### src/rtl/ctrl_seq_if.sv
// Fetch-to-decoder bundle: instruction in, registered control strobes out.
// Latency: none (wires only); timing is set by the attached ctrl_seq.
// Backpressure: the Stall output asks the fetch side to hold Instruction.
interface ctrl_seq_if #(
    parameter int IW = 9,
    parameter int AW = 8,
    parameter int CW = 16
);
    logic [IW-1:0] Instruction;
    logic          InstrValid;
    logic [AW-1:0] DatMemAddr;

    logic          BranchEn;
    logic          RegWrEn;
    logic          MemWrEn;
    logic          LoadInst;
    logic          TapSel;
    logic          MoveToR;
    logic          MoveFromR;
    logic          ImdLUT;
    logic [2:0]    ALU_inst;
    logic          Stall;
    logic          Ack;
    logic [CW-1:0] InstrCount;

    // Fetch unit / program counter side
    modport master (
        output Instruction, InstrValid, DatMemAddr,
        input  BranchEn, RegWrEn, MemWrEn, LoadInst, TapSel, MoveToR,
               MoveFromR, ImdLUT, ALU_inst, Stall, Ack, InstrCount
    );

    // Decoder side
    modport slave (
        input  Instruction, InstrValid, DatMemAddr,
        output BranchEn, RegWrEn, MemWrEn, LoadInst, TapSel, MoveToR,
               MoveFromR, ImdLUT, ALU_inst, Stall, Ack, InstrCount
    );
endinterface

### src/rtl/ctrl_seq.sv
// Registered instruction decoder with load-wait sequencing, sticky halt and retired count.
// Latency: 1 cycle from sampling to strobes; loads hold LoadInst for LOAD_LAT+1 cycles.
// Backpressure: Stall holds the PC during LOAD_WAIT; Instruction is not sampled then.
module ctrl_seq #(
    parameter int IW       = 9,
    parameter int AW       = 8,
    parameter int TAP_ADDR = 62,
    parameter int LOAD_LAT = 1,
    parameter int CW       = 16
) (
    input  logic      Clk,
    input  logic      Reset,
    ctrl_seq_if.slave bus
);
    typedef enum logic [1:0] {
        RUN       = 2'd0,
        LOAD_WAIT = 2'd1,
        HALT      = 2'd2
    } state_t;

    // A zero-latency memory returns data in the cycle right after the load is sampled,
    // so no wait state is needed at all.
    localparam bit       HAS_WAIT  = (LOAD_LAT > 0);
    localparam logic [2:0] WAIT_INIT = 3'(LOAD_LAT);
    localparam logic [AW-1:0] TAP_MATCH = AW'(TAP_ADDR);
    localparam logic [CW-1:0] COUNT_MAX = {CW{1'b1}};

    state_t        state;
    logic [2:0]    waitCnt;

    logic          branchEn;
    logic          regWrEn;
    logic          memWrEn;
    logic          loadInst;
    logic          tapSel;
    logic          moveToR;
    logic          moveFromR;
    logic          imdLut;
    logic [2:0]    aluInst;
    logic          stall;
    logic          ack;
    logic [CW-1:0] instrCount;

    logic          isHalt;
    logic          isLoad;
    logic          isStore;
    logic          isBranch;
    logic          isMoveTo;
    logic          isMoveFrom;
    logic          isImdLut;
    logic          tapHit;

    // Field decode of the instruction on the bus; halt (all ones) masks every other class.
    always_comb begin
        isHalt     = &bus.Instruction;
        isLoad     = !isHalt && (bus.Instruction[IW-1 -: 3] == 3'b000);
        isStore    = !isHalt && (bus.Instruction[IW-1 -: 3] == 3'b001);
        isBranch   = !isHalt && (bus.Instruction[IW-1 -: 3] == 3'b110);
        isMoveTo   = !isHalt && (bus.Instruction[IW-1 -: 5] == 5'b11100);
        isMoveFrom = !isHalt && (bus.Instruction[IW-1 -: 5] == 5'b11101);
        isImdLut   = !isHalt && (bus.Instruction[IW-1 -: 4] == 4'b1111);
        tapHit     = (bus.DatMemAddr == TAP_MATCH);
    end

    // Sequencer: state, wait counter, retired count and every registered strobe.
    always_ff @(posedge Clk) begin
        if (Reset) begin
            state      <= RUN;
            waitCnt    <= 3'd0;
            branchEn   <= 1'b0;
            regWrEn    <= 1'b0;
            memWrEn    <= 1'b0;
            loadInst   <= 1'b0;
            tapSel     <= 1'b0;
            moveToR    <= 1'b0;
            moveFromR  <= 1'b0;
            imdLut     <= 1'b0;
            aluInst    <= 3'd0;
            stall      <= 1'b0;
            ack        <= 1'b0;
            instrCount <= '0;
        end else begin
            case (state)
                RUN: begin
                    // Strobes are one-cycle pulses unless re-armed below.
                    branchEn  <= 1'b0;
                    regWrEn   <= 1'b0;
                    memWrEn   <= 1'b0;
                    loadInst  <= 1'b0;
                    tapSel    <= 1'b0;
                    moveToR   <= 1'b0;
                    moveFromR <= 1'b0;
                    imdLut    <= 1'b0;
                    aluInst   <= 3'd0;
                    stall     <= 1'b0;
                    if (bus.InstrValid) begin
                        if (instrCount != COUNT_MAX) begin
                            instrCount <= instrCount + CW'(1);
                        end
                        if (isHalt) begin
                            state <= HALT;
                            ack   <= 1'b1;
                        end else begin
                            branchEn  <= isBranch;
                            memWrEn   <= isStore;
                            moveToR   <= isMoveTo;
                            moveFromR <= isMoveFrom;
                            imdLut    <= isImdLut;
                            aluInst   <= bus.Instruction[2:0];
                            loadInst  <= isLoad;
                            tapSel    <= isLoad && tapHit;
                            if (isLoad && HAS_WAIT) begin
                                // Write-back is deferred until the memory data is ready.
                                state   <= LOAD_WAIT;
                                waitCnt <= WAIT_INIT;
                                stall   <= 1'b1;
                                regWrEn <= 1'b0;
                            end else begin
                                regWrEn <= !isStore && !isBranch;
                            end
                        end
                    end
                end

                LOAD_WAIT: begin
                    // LoadInst/TapSel keep their load values; only the counter moves.
                    waitCnt <= waitCnt - 3'd1;
                    if (waitCnt == 3'd1) begin
                        stall   <= 1'b0;
                        regWrEn <= 1'b1;
                        state   <= RUN;
                    end
                end

                HALT: begin
                    // Absorbing: only Reset leaves this state.
                    state <= HALT;
                end

                default: begin
                    state <= RUN;
                end
            endcase
        end
    end

    assign bus.BranchEn   = branchEn;
    assign bus.RegWrEn    = regWrEn;
    assign bus.MemWrEn    = memWrEn;
    assign bus.LoadInst   = loadInst;
    assign bus.TapSel     = tapSel;
    assign bus.MoveToR    = moveToR;
    assign bus.MoveFromR  = moveFromR;
    assign bus.ImdLUT     = imdLut;
    assign bus.ALU_inst   = aluInst;
    assign bus.Stall      = stall;
    assign bus.Ack        = ack;
    assign bus.InstrCount = instrCount;
endmodule
### src/flat_wrapper.sv
// flat-port wrapper written by rule: the top's interface ports become plain ports
module ctrl_seq_flat 
#(
    parameter int IW       = 9,
    parameter int AW       = 8,
    parameter int TAP_ADDR = 62,
    parameter int LOAD_LAT = 1,
    parameter int CW       = 16
)
  (Clk, Reset, bus_Instruction, bus_InstrValid, bus_DatMemAddr, bus_BranchEn, bus_RegWrEn, bus_MemWrEn, bus_LoadInst, bus_TapSel, bus_MoveToR, bus_MoveFromR, bus_ImdLUT, bus_ALU_inst, bus_Stall, bus_Ack, bus_InstrCount);
  ctrl_seq_if #(.IW(IW), .AW(AW), .CW(CW)) bus_i ();
  input  logic Clk;
  input  logic Reset;
  input wire logic [$bits(bus_i.Instruction)-1:0] bus_Instruction;
  input wire logic [$bits(bus_i.InstrValid)-1:0] bus_InstrValid;
  input wire logic [$bits(bus_i.DatMemAddr)-1:0] bus_DatMemAddr;
  output wire logic [$bits(bus_i.BranchEn)-1:0] bus_BranchEn;
  output wire logic [$bits(bus_i.RegWrEn)-1:0] bus_RegWrEn;
  output wire logic [$bits(bus_i.MemWrEn)-1:0] bus_MemWrEn;
  output wire logic [$bits(bus_i.LoadInst)-1:0] bus_LoadInst;
  output wire logic [$bits(bus_i.TapSel)-1:0] bus_TapSel;
  output wire logic [$bits(bus_i.MoveToR)-1:0] bus_MoveToR;
  output wire logic [$bits(bus_i.MoveFromR)-1:0] bus_MoveFromR;
  output wire logic [$bits(bus_i.ImdLUT)-1:0] bus_ImdLUT;
  output wire logic [$bits(bus_i.ALU_inst)-1:0] bus_ALU_inst;
  output wire logic [$bits(bus_i.Stall)-1:0] bus_Stall;
  output wire logic [$bits(bus_i.Ack)-1:0] bus_Ack;
  output wire logic [$bits(bus_i.InstrCount)-1:0] bus_InstrCount;
  assign bus_i.Instruction = bus_Instruction;
  assign bus_i.InstrValid = bus_InstrValid;
  assign bus_i.DatMemAddr = bus_DatMemAddr;
  assign bus_BranchEn = bus_i.BranchEn;
  assign bus_RegWrEn = bus_i.RegWrEn;
  assign bus_MemWrEn = bus_i.MemWrEn;
  assign bus_LoadInst = bus_i.LoadInst;
  assign bus_TapSel = bus_i.TapSel;
  assign bus_MoveToR = bus_i.MoveToR;
  assign bus_MoveFromR = bus_i.MoveFromR;
  assign bus_ImdLUT = bus_i.ImdLUT;
  assign bus_ALU_inst = bus_i.ALU_inst;
  assign bus_Stall = bus_i.Stall;
  assign bus_Ack = bus_i.Ack;
  assign bus_InstrCount = bus_i.InstrCount;
  ctrl_seq #(.IW(IW), .AW(AW), .TAP_ADDR(TAP_ADDR), .LOAD_LAT(LOAD_LAT), .CW(CW)) u_core (.Clk(Clk), .Reset(Reset), .bus(bus_i));
endmodule
### config.mk
export PLATFORM = sky130hd
export DESIGN_NAME = ctrl_seq_flat
export DESIGN_NICKNAME = d
export VERILOG_FILES = /design/src/rtl/ctrl_seq_if.sv /design/src/rtl/ctrl_seq.sv /design/src/flat_wrapper.sv
export SDC_FILE = /design/constraint.sdc
export NUM_CORES = 1
export LEC_CHECK = 0
export ABC_CLOCK_PERIOD_IN_PS = 3800
export CORE_MARGIN = 2
export CORE_UTILIZATION = 49
export CTS_BUF_LIST = sky130_fd_sc_hd__clkbuf_4 sky130_fd_sc_hd__clkbuf_8 sky130_fd_sc_hd__clkbuf_16
export DETAILED_ROUTE_END_ITERATION = 7
export PLACE_DENSITY = 0.9
export REMOVE_ABC_BUFFERS = 1
export SLEW_MARGIN = 15
export SYNTH_ARGS = -nofsm -noshare
export SYNTH_HDL_FRONTEND = slang
export SYNTH_SLANG_ARGS = --single-unit
### constraint.sdc
create_clock -name Clk -period 3.8 [get_ports Clk]
set_input_delay 0.95 -clock Clk [delete_from_list [all_inputs] [get_ports Clk]]
set_output_delay 0.95 -clock Clk [all_outputs]
set_load 0.03 [all_outputs]
==> results of run 1 <==
==> per-layer routing <==
metal	part of all wire (%)	global-route usage (%)
met3	7.4	6.723
met4	1.7	9.006
met2	47	37.39
met5	0	0
met1	44	30.49
==> logic make-up after synthesis <==
kind of cell / Yosys count
compound gates: 47
flops: 34
simple gates: 87
xor+xnor: 2
buf+inv: 13
fa+ha+maj: 3
mux: 3
==> state kept, by name (all words and copies together) (netlist names) <==
signal and count:
u_core.bus.MoveToR 1, u_core.bus.RegWrEn 1, u_core.bus.ALU_inst 3, u_core.state 2, u_core.bus.InstrCount 16, u_core.bus.Ack 1, u_core.bus.TapSel 1, u_core.bus.ImdLUT 1
u_core.bus.LoadInst 1, u_core.waitCnt 3, u_core.bus.MemWrEn 1, u_core.bus.BranchEn 1, u_core.bus.MoveFromR 1, u_core.bus.Stall 1
==> area by class of cell <==
| cell class | instances | share of cell area (%) |
|---|---|---|
| multi-input combinational | 142 | 40.03 |
| sequential | 34 | 31.16 |
| timing repair buffer | 51 | 23.02 |
| tap | 44 | 2.520 |
| clock buffer | 7 | 2.405 |
| inverter | 5 | 0.8591 |
==> through the flow <==
stage	utilization [%]	instances	hold WS, ns	setup WS [ns]
after floorplan	-	181	0.4377	1.332
after global placement	69.02	276	0.4433	0.7110
after detailed placement	69.02	276	0.4587	0.6298
after CTS	70.73	283	0.4778	0.9675
after global routing	70.98	283	0.5021	0.8646
final	70.98	283	0.4736	0.9608
==> worst register-to-register path, stage by stage (launching register included) <==
cell and delay, ns:
dfxtp_1 0.39, or3b_4 0.49, or4_4 0.54, or4_1 0.43, a21oi_1 0.17
==> placed cells by master (no fill, tap or decap), types with 2 or more instances in the layout <==
master	n
nand2b_1	3
and4_1	2
or3_1	6
nand4_1	4
clkbuf_4	7
buf_4	3
a21oi_1	20
nand3_1	8
nor2b_1	4
nor3_1	5
nor2_1	16
a22oi_1	8
inv_1	5
nand2_1	14
dfxtp_1	34
nor4_1	8
ha_1	3
o31ai_1	6
o21ai_0	6
or4_1	6
and3_1	3
clkdlybuf4s50_1	48
xor2_1	2
mux2_1	3
==> report_power, final <==
| part | internal (mW) | switching (mW) |
|---|---|---|
| Sequential | 0.363 | 0.00655 |
| Clock | 0.0840 | 0.118 |
| Combinational | 0.0401 | 0.0408 |
==> final timing paths <==
check	cells past startpoint	slack, ns	start	end
max	5	0.96	bus_InstrValid	u_core.bus.InstrCount[9]
min	2	0.47	u_core.bus.TapSel	u_core.bus.TapSel
max reg2reg	4	1.72	u_core.state[0]	u_core.bus.InstrCount[9]
min reg2reg	2	0.47	u_core.bus.TapSel	u_core.bus.TapSel
==> results.toml, run 1 <==
[place]
port_buffers = 48
hpwl_um = 2789
gp_congestion = 0.8462
place_area_mm2 = 0.002125

[power]
ir_drop_uv = 199.5
leakage_nw = 0.7293
powerDensity_mw_per_mm2 = 299.0
totalPowerFinal_mw = 0.6531

[final_layout]
seq_area_um2 = 680.7
drive_above_1_share_pct = 6.695
multiInputGateArea_um2 = 874.6
num_antenna_cells = 0
fillers = 255
nets = 262
design_area_mm2 = 0.002185
synthToLayoutAreaGrowth_pct = 36.83

[worst_setup_path]
path_delay_family = "simple AND/OR/NAND/NOR gates"
worstPathArrival_ns = 3.11
path_buf_inv = 1
worst_path_largest_cell_delay_ns = 0.55
path_class = "primary input to flop"
cp-end-kind = "flop"
crit_chain = "clkdlybuf4s50_1, or3b_4, or4_4, or4_1, a21oi_1"
critPathSlowestCell = "clkdlybuf4s50_1"
critPathMaxFanout = 13
crit_path_start_kind = "primary input"
required_ns = 4.07

[clocking]
cts_buffer_depth = 2
clk_latency_ns = 0.34
ctsHoldBuffers = 0
cts_root_buf = "clkbuf_4"
cts_sinks = 34
cts_post_setup_buffers_inserted = 0
cts_buffers = 5
path_clk_slew_ns = 0.10
cts_tree = "built"
postCtsResizedCells = 0
htree_levels = 2

[sta]
max_freq_ghz = 0.3522
slew_viol_final = 0
tightest_slew_ns = 0.6761
period_needed_ns = 2.839
rsz0062_at_grt = "no"
fin_setup_tns_ns = 0
fin_crit_sh_pct = 74.72
relSlewSlack_pct = 54.85
hold_viol_final = 0
setup_viol = 0
skew_ns = 0.003652

[synth]
ys.flop_type = "dfxtp_1"
synth_seq_cells = 34
yosys-mux-area-fraction_pct = 2.116
yosysTopAreaCell = "dfxtp_1"
yosys-top-cells-area = "dfxtp_1 (43%), a21oi_1 (6.3%), a22oi_1 (3.8%), nor2_1 (3.8%), nand2_1 (3.3%)"
async_flop_share_pct = 0
netlist_top_cells_count = "dfxtp_1 (34), a21oi_1 (20), nor2_1 (16)"
yosys.area_share.simple_pct = 30.41
synth_cells = 189
synth_top_area_share_pct = 42.63
synth_edf_count = 0
ys_seq_area_share_pct = 42.63
synth_top_family_by_area = "simple AND/OR/NAND/NOR gates"
synth_cell_types = 37
syn_avg_cell_area_um2 = 8.447
yosysWarningCount = 0
synth.most_common_cell = "dfxtp_1"
synth_area_mm2 = 0.001597
synth_fa_ha_area_share_pct = 2.351
synth_compound_area_share_pct = 18.34
synth_xor_xnor_area_share_pct = 1.097

[global_route]
grt-ovfl-total = 0
grt_max_degree = 17
antenna_found_initial = 0
grt_pass1_wl_um = 6568
grt_usage_pct = 23.57
grt_pass1_vias = 1479

[floorplan]
ios = 49
start_util_pct = 51.87
core_mm2 = 0.003078
die_area_mm2 = 0.003731
die_y_um = 61.08
dieWidth_um = 61.08
rows = 20

[drt]
drtIter0Drc = 81
vias = 1621
ant_nets = 0
routed_wl_um = 3842
dr.pass1.iters = 4
wire_per_inst_um = 13.58
via_per_inst = 5.728
drc_errors = 0

[run]
maxCapViolCount = 0

[worst_hold_path]
worstHoldPathType = "flop to flop"

[run_status]
status = "finished, final reports clean"
(Power assumes the default switching activity.)
==> run 2: changes to the inputs <==
Settings changed: ABC_CLOCK_PERIOD_IN_PS 3800 to 2300, CORE_UTILIZATION 49 to 41, PLACE_DENSITY 0.9 to 0.81.
Clock period 3.8 ns to 2.3 ns, I/O delays scaled along.
==> run 2 against run 1 <==
Compared with the run above:
- register-to-register slack lost 1.4 ns
- sequential power grew 65%
- largest power group unchanged
- design area grew 4.9%
- core utilization shrank 9.3 points
- die area grew 18%
- hold slack lost 0.020 ns
- non-clock buffer count grew 9
- clock skew grew 0.0042 ns
- clock-buffer cell count is the same
- clock power grew 130%
- setup slack lost 0.81 ns
- critical endpoint is now u_core.bus.InstrCount[13]
- critical path depth is the same
- critical path type unchanged
==> results.toml, run 2 (synthesis gave the netlist of run 1 again) <==
[clocking]
cts_sinks = 34
htree_levels = 2
cts_root_buf = "clkbuf_8"
cts_buffers = 5
cts_buffer_depth = 2
clk_latency_ns = 0.29
path_clk_slew_ns = 0.06
cts_tree = "built"

[power]
switchingPower_mw = 0.2856
power_frac_seq_pct = 50.4
swShare_pct = 23.58
powerDensity_mw_per_mm2 = 528.8
p_int_mw = 0.9259
leakage_nw = 0.7919
clock_power_share_pct = 38.0
ir_drop_uv = 530.4
p_comb_share_pct = 11.6

[final_layout]
fin_util_pct = 61.65
fillers = 337
final_common_cell = "clkdlybuf4s50_1"
num_antenna_cells = 0
largest_reg_flops = 16
final_cell_mix = "clkdlybuf4s50_1 (47), dfxtp_1 (34), a21oi_1 (20)"
nets = 271
drive_above_1_share_pct = 10.04
design_area_mm2 = 0.002291
synthToLayoutAreaGrowth_pct = 43.50

[worst_setup_path]
path_class = "primary input to flop"
crit_chain = "dlygate4sd2_1, or3b_4, or4_4, or4_1, a21oi_1"
path_buf_inv = 1
worst_path_largest_cell_delay_ns = 0.50
worstPathArrival_ns = 2.37
required_ns = 2.52
crit_path_start_kind = "primary input"
path_delay_family = "simple AND/OR/NAND/NOR gates"
critPathMaxFanout = 6
cp-end-kind = "flop"
crit_start = "bus_InstrValid"
worstReg2RegStart = "u_core.state[0]"
critPathSlowestCell = "or4_4"

[global_route]
grt_pass1_wl_um = 6430
grt_pass1_vias = 1539
grt_max_degree = 17
grt-ovfl-total = 0
grt_usage_pct = 18.72
antenna_found_initial = 0

[place]
gp_congestion = 0.7966
hpwl_um = 2834
port_buffers = 48
dpl_worst_slack_ns = -0.3864
place_area_mm2 = 0.002197

[worst_hold_path]
worstHoldPathType = "flop to flop"
hp-start = "u_core.bus.TapSel"

[sta]
relSlewSlack_pct = 64.29
fin_setup_tns_ns = 0
rsz0062_at_grt = "no"
tightest_slew_ns = 0.5273
skew_ns = 0.007826
max_freq_ghz = 0.4657
setup_viol = 0
whs_ns = 0.4531
fin_crit_sh_pct = 93.36
slew_viol_final = 0
period_needed_ns = 2.147
setup_ws_ns = 0.1527
hold_viol_final = 0

[floorplan]
die_y_um = 66.40
start_util_pct = 42.96
dieWidth_um = 66.40
rows = 22
ios = 49
die_area_mm2 = 0.004409
core_mm2 = 0.003716

[drt]
vias = 1629
ant_nets = 0
dr.pass1.iters = 4
routed_wl_um = 3707
drc_errors = 0
drtIter0Drc = 58
wire_per_inst_um = 12.48
via_per_inst = 5.485

[run]
maxCapViolCount = 0

[run_status]
status = "finished, final reports clean"
-- run 2: cell types whose count changed in the layout (fill, tap and decap cells not counted) --
cell | previous run | this run
o311ai_2 | 1 | 0
clkbuf_4 | 7 | 1
o311ai_1 | 0 | 1
dlygate4sd2_1 | 0 | 1
clkdlybuf4s50_1 | 48 | 47
clkinv_2 | 0 | 1
buf_4 | 3 | 12
clkbuf_8 | 0 | 6
-- run 2: what timing repair did --
action | CTS | global route
setup buffers | 0 | 0
gates resized for setup | 1 | 0
hold buffers | 0 | 0
setup endpoints to repair | 3 | 0
-- run 2: per-layer routing --
metal | track usage, % | share of wire [%] | vias up | routed length, µm
li1 | - | - | 818 | -
met5 | 0 | 0 | - | 0
met3 | 5.792 | 6.5 | 4 | 241
met2 | 30.50 | 48 | 44 | 1767
met1 | 22.75 | 45 | 763 | 1657
met4 | 7.653 | 1.1 | 0 | 41
-- run 2: worst min-delay path: cells and delay by family, from the launching register on --
family             cells  cell delay [ns]
DFF                    1             0.31
AOI/OAI and AO/OA      1             0.05
and+or+nand+nor        1             0.05
-- run 2: per-stage QoR --
step / std cells / power [mW]
detailed placement: 289 / 0.7653
global placement: 289 / 0.7631
global route: 297 / 1.268
floorplan: 181 / 0.6807
finish: 297 / 1.212
CTS: 297 / 1.226
-- run 2: final timing paths --
| path | end | slack (ns) | cells after the start |
|---|---|---|---|
| setup / recovery | u_core.bus.InstrCount[13] | 0.15 | 5 |
| hold / removal | u_core.bus.TapSel | 0.45 | 2 |
| setup reg to reg | u_core.bus.InstrCount[13] | 0.37 | 4 |
| hold reg to reg | u_core.bus.TapSel | 0.45 | 2 |
-- run 2: final cells by class --
type / instances / area (µm²) / share of cell area [%]
clock inverters: 1 / 5.005 / 0.2185
flip-flops and latches: 34 / 680.7 / 29.71
multi-input cells: 142 / 867.1 / 37.85
well taps: 48 / 60.06 / 2.622
inverters: 5 / 18.77 / 0.8192
repair buffers: 60 / 569.3 / 24.85
clock buffers: 7 / 90.09 / 3.932
-- run 2: power groups by stage --
| stage | logic (mW) | clock network, mW | registers [mW] |
|---|---|---|---|
| after floorplan | 0.0427 | 0 | 0.638 |
| after global placement | 0.139 | 0 | 0.624 |
| after detailed placement | 0.142 | 0 | 0.624 |
| after CTS | 0.142 | 0.474 | 0.611 |
| after global routing | 0.156 | 0.500 | 0.612 |
| final | 0.141 | 0.460 | 0.611 |
